===== config.mk =====
export PLATFORM = sky130hd
export DESIGN_NAME = piso_shift_tx
export DESIGN_NICKNAME = d
export VERILOG_FILES = /design/src/rtl/piso_shift_tx.sv
export SDC_FILE = /design/constraint.sdc
export NUM_CORES = 1
export LEC_CHECK = 0
export BUFFER_PORTS_ARGS = -buffer_cell sky130_fd_sc_hd__buf_2
export CAP_MARGIN = 0
export CORE_AREA = 2 2 39 41
export CTS_BUF_LIST = sky130_fd_sc_hd__clkbuf_8 sky130_fd_sc_hd__clkbuf_16
export DETAILED_ROUTE_END_ITERATION = 8
export DIE_AREA = 0 0 41 43
export PLACE_DENSITY = 0.85
export SYNTH_ARGS = -nofsm -noshare
export SYNTH_HDL_FRONTEND = slang
export SYNTH_SLANG_ARGS = --single-unit

===== constraint.sdc =====
create_clock -name clk -period 3.56 [get_ports clk]
set_clock_uncertainty 0.05 [all_clocks]
set_input_delay 0.534 -clock clk [delete_from_list [all_inputs] [get_ports clk]]
set_output_delay 0.534 -clock clk [all_outputs]
set_load 0.02 [all_outputs]

===== src/rtl/piso_shift_tx.sv =====
// piso_shift_tx: parallel-in serial-out transmitter, MSB first, with valid/ready word intake
module piso_shift_tx #(
  parameter int WIDTH = 8
) (
  input  logic             clk,
  input  logic             reset,
  input  logic [WIDTH-1:0] din,
  input  logic             din_valid,
  output logic             din_ready,
  output logic             dout,
  output logic             dout_valid,
  output logic             frame,
  output logic             done
);
  localparam int CW = $clog2(WIDTH);
  typedef enum logic {IDLE, SHIFT} state_t;
  state_t state;
  logic [WIDTH-1:0] sr;
  logic [CW-1:0] cnt;
  logic last;
  assign last = state == SHIFT && cnt == CW'(WIDTH - 1);
  assign din_ready = !reset && (state == IDLE || last);
  // sr is all-zero whenever the FSM is idle, so its MSB doubles as a clean dout
  assign dout = sr[WIDTH-1];
  assign dout_valid = state == SHIFT;
  assign frame = state == SHIFT && cnt == '0;
  assign done = last;
  always_ff @(posedge clk) begin
    if (reset) begin
      state <= IDLE;
      sr <= '0;
      cnt <= '0;
    end else if (din_valid && din_ready) begin
      state <= SHIFT;
      sr <= din;
      cnt <= '0;
    end else if (state == SHIFT) begin
      sr <= sr << 1;
      cnt <= last ? '0 : cnt + 1'b1;
      state <= last ? IDLE : SHIFT;
    end
  end
endmodule


* Word-level counts from Yosys, hierarchy flattened *
Index checks and enable logic that the tools add are counted.
W data, S select, Z words.

word-level totals
  output and inout bits = 5
  register bits after elaboration = 12
  word-level logic and storage cells = 21
  input bits = 11

operators by class
  eq/ne operators = 1
  bitwise gates (word level) = 1
  mux-type cells = 6
  reduce and logical (&&, ||, !) cells = 9
  add/sub/neg operators = 1

operators with widths
  cell                   number
  $mux W8                2
  $logic_and A1 B1 Y1    4
  $add A3 B1 Y3 const B  1
  $eq A3 B3 Y1 const B   1
  $logic_not A3 Y1       1
  $mux W1                3
  $mux W3                1
  $reduce_bool A2 Y1     1
  $reduce_or A2 Y1       1
  $logic_not A1 Y1       1
  $logic_or A1 B1 Y1     1
  $not A1 Y1             1

* Longest topological paths before layout *
  depth after elaboration = 6
  depth in mapped cells = 6
  gate-level depth less buffers = 5

* Worst setup path after synthesis *
OpenSTA, ideal clock, no wires.

  kind = register to output
  start point = reg cnt[0]
  end point = out din_ready
  setup slack = 1.819 ns
  cell stages (with the launch flop) = 5
  path buffers = 0
  data required time = 2.976 ns
  arrival time = 1.157 ns
  cell sequence = dfxtp_1 -> ha_1 -> ha_1 -> and2b_2 -> nor2_1

between the ends
  longest elaborated chain between the ends = 4

RTL lines
  item                      RTL line  source
  start: declaration        19        logic [CW-1:0] cnt;
  start signal: assignment  39        cnt <= last ? '0 : cnt + 1'b1;
  $eq A3 B3 Y1              21        assign last = state == SHIFT && cnt == CW'(WIDTH - 1);
  $logic_and A1 B1 Y1       21
  $logic_or A1 B1 Y1        22        assign din_ready = !reset && (state == IDLE || last);
  $logic_and A1 B1 Y1       22
  end: declaration          9         output logic din_ready,

Every way passes these cells.

* Worst setup path in the final report *
Same ends and word-level chain as after synthesis.

==> results.cfg <==
[global_routing]
grt_max_degree = 17
met1_usage = 0.174
grt-busiest-layer = met2
grt_antenna_before_repair = 0
gr-usage-met2 = 0.225
gr-usage-met3 = 0.0628
grt.overflow.total = 0
grt_pass1_wl_um = 1750
grtUsageTotal = 0.151
grt_pass1_vias = 426

[worst_setup_path]
critPathLaunchType = register
worstSetupPathType = register to output port
arrival_ns = 1.47
worstPathRequired_ns = 2.98
path_max_fanout = 5
cp-end-kind = output port

[clock_network]
cts-resized-gates = 0
clk_pin_slew_ns = 0.05
numCtsBuffers = 3
postCtsHoldBufs = 0
clkLatencyLatePin_ns = 0.23
cts.sinks = 12
htree_levels = 1
cts_tree = yes
cts_setup_buffers = 0
clk_path_buf_depth = 2
clock-root-buffer = clkbuf_8

[layout]
antennaDiodeCount = 0
nFillCells = 123
area_growth_pct = 9.60
drive_above_1_share = 0.338
final_nets = 93

[timing]
holdWs_ns = 0.513
fin_crit_sh = 0.576
max_slew_margin = 0.577
fmaxAchievable_mhz = 487
rsz0062_at_grt = false
drv_slew = 0
finalHoldViolCount = 0
finalSetupViolCount = 0
fin_ws_ns = 1.51
post-route-min-period_ns = 2.05
fin_setup_tns_ns = 0
tightestPinTransition_ns = 0.633

[synth]
synthFlopType = dfxtp_1
synth_nets = 78
synthArstFlopShare = 0
netlist_area_sq_um = 691
yosysWarnings = 0
syn_avg_cell_area_sq_um = 10.8
synth_edf_count = 0
ys_types = 21
synth_common_cells = dfxtp_1, mux2i_1, nor2_1, nor2b_1, a221oi_1
yosysTopAreaCell = dfxtp_1
synth_most_common_cell = dfxtp_1
synth.area.top_cells = dfxtp_1, mux2i_1, a221oi_2
yosys.area.top_type_share = 0.348
ys_seq_area_frac = 0.348
syn-instance-count = 64
yosys_register_bits = 12

[floorplanning]
core-area_sq_um = 1380
start_util = 0.499
io_pins = 16
fp.dieH_um = 43
die_x_um = 41
die_area_sq_um = 1760
rows = 14

[min_path]
hold_path_class = register to register

[detailed_routing]
first_iter_violations = 8
wl_per_cell_um = 11.8
via_per_inst = 5.24
drt-pass1-iter-count = 3
vias = 487
drt_wl_total_um = 1100
drc = 0
ant_nets = 0

[power]
power_density_nw_per_um2 = 425
p_leak_nw = 0.323
ir_drop_mv = 0.190

[placement]
routabilityCongestion = 0.742
numPortBuffers = 15
pre_cts_ws_ns = 1.76
dp_hpwl_um = 802

[job]
maxCapViolCount = 0

[status]
status = completed
per-layer routing:
metal / vias up / part of all wire / routed length (um)
met5: - / 0 / 0
li1: 256 / - / -
met2: 11 / 0.47 / 517
met3: 5 / 0.040 / 44
met4: 0 / 0.025 / 27
met1: 215 / 0.46 / 507
kinds of logic (layout without fill, tap and decap cells):
kind of cell / Yosys count / in the layout / synth area share
and+or+nand+nor: 23 / 23 / 0.221
AOI/OAI and AO/OA: 11 / 11 / 0.149
muxes: 8 / 8 / 0.116
DFF: 12 / 12 / 0.348
buffers and inverters: 7 / 20 / 0.112
adders and majority gates: 3 / 3 / 0.0544
worst max-delay path, stage by stage, from the launching register on:
cell and delay, ns:
dfxtp_1 0.35, ha_1 0.17, ha_1 0.19, and2b_2 0.26, nor2_1 0.09, buf_2 0.17
cell type report:
type | count | area, sq um | area share
Multi-Input combinational cell | 45 | 373 | 0.493
Sequential cell | 12 | 240 | 0.317
Timing Repair Buffer | 15 | 75.1 | 0.0992
Clock buffer | 3 | 41.3 | 0.0545
Tap cell | 16 | 20.0 | 0.0264
Inverter | 2 | 7.51 | 0.00992
flip-flops by register name, indices dropped and copies added, names as in the netlist:
| signal | cells |
|---|---|
| dout_valid | 1 |
| sr | 8 |
| cnt | 3 |
worst paths after layout:
kind	cells past startpoint	slack (ns)	from	end
max	5	1.51	cnt[0]	din_ready
min	2	0.51	sr[6]	sr[6]
max reg2reg	5	2.00	cnt[0]	sr[7]
min reg2reg	2	0.51	sr[6]	sr[6]
cell usage in the layout, fill, tap and decap left out:
cell      Yosys  final
a21oi_1       3      3
a221oi_1      4      4
a221oi_2      3      3
and2_2        1      1
and2b_2       1      1
and3b_2       1      1
buf_2         0     15
clkbuf_8      0      3
dfxtp_1      12     12
ha_1          3      3
inv_1         2      2
mux2i_1       8      8
nand2_8       1      1
nand2b_2      1      1
nand3_1       1      1
nor2_1        7      7
nor2b_1       7      7
nor3b_1       3      3
o21a_1        1      1
report_power, final:
| group | internal [W] | total (W) | switching (W) |
|---|---|---|---|
| logic | 0.0000244 | 0.0000509 | 0.0000265 |
| registers | 0.000144 | 0.000153 | 0.00000846 |
| clock network | 0.0000740 | 0.000118 | 0.0000438 |
metrics by stage:
stage,instance area (sq um),power (W),utilization,instances
5_1_grt,757,0.000337,0.547,93
4_1_cts,757,0.000324,0.547,93
2_1_floorplan,691,0.000201,-,64
3_3_place_gp,716,0.000205,0.517,90
6_report,757,0.000321,0.547,93
3_5_place_dp,716,0.000207,0.517,90
Power figures use the tool's default switching activity.
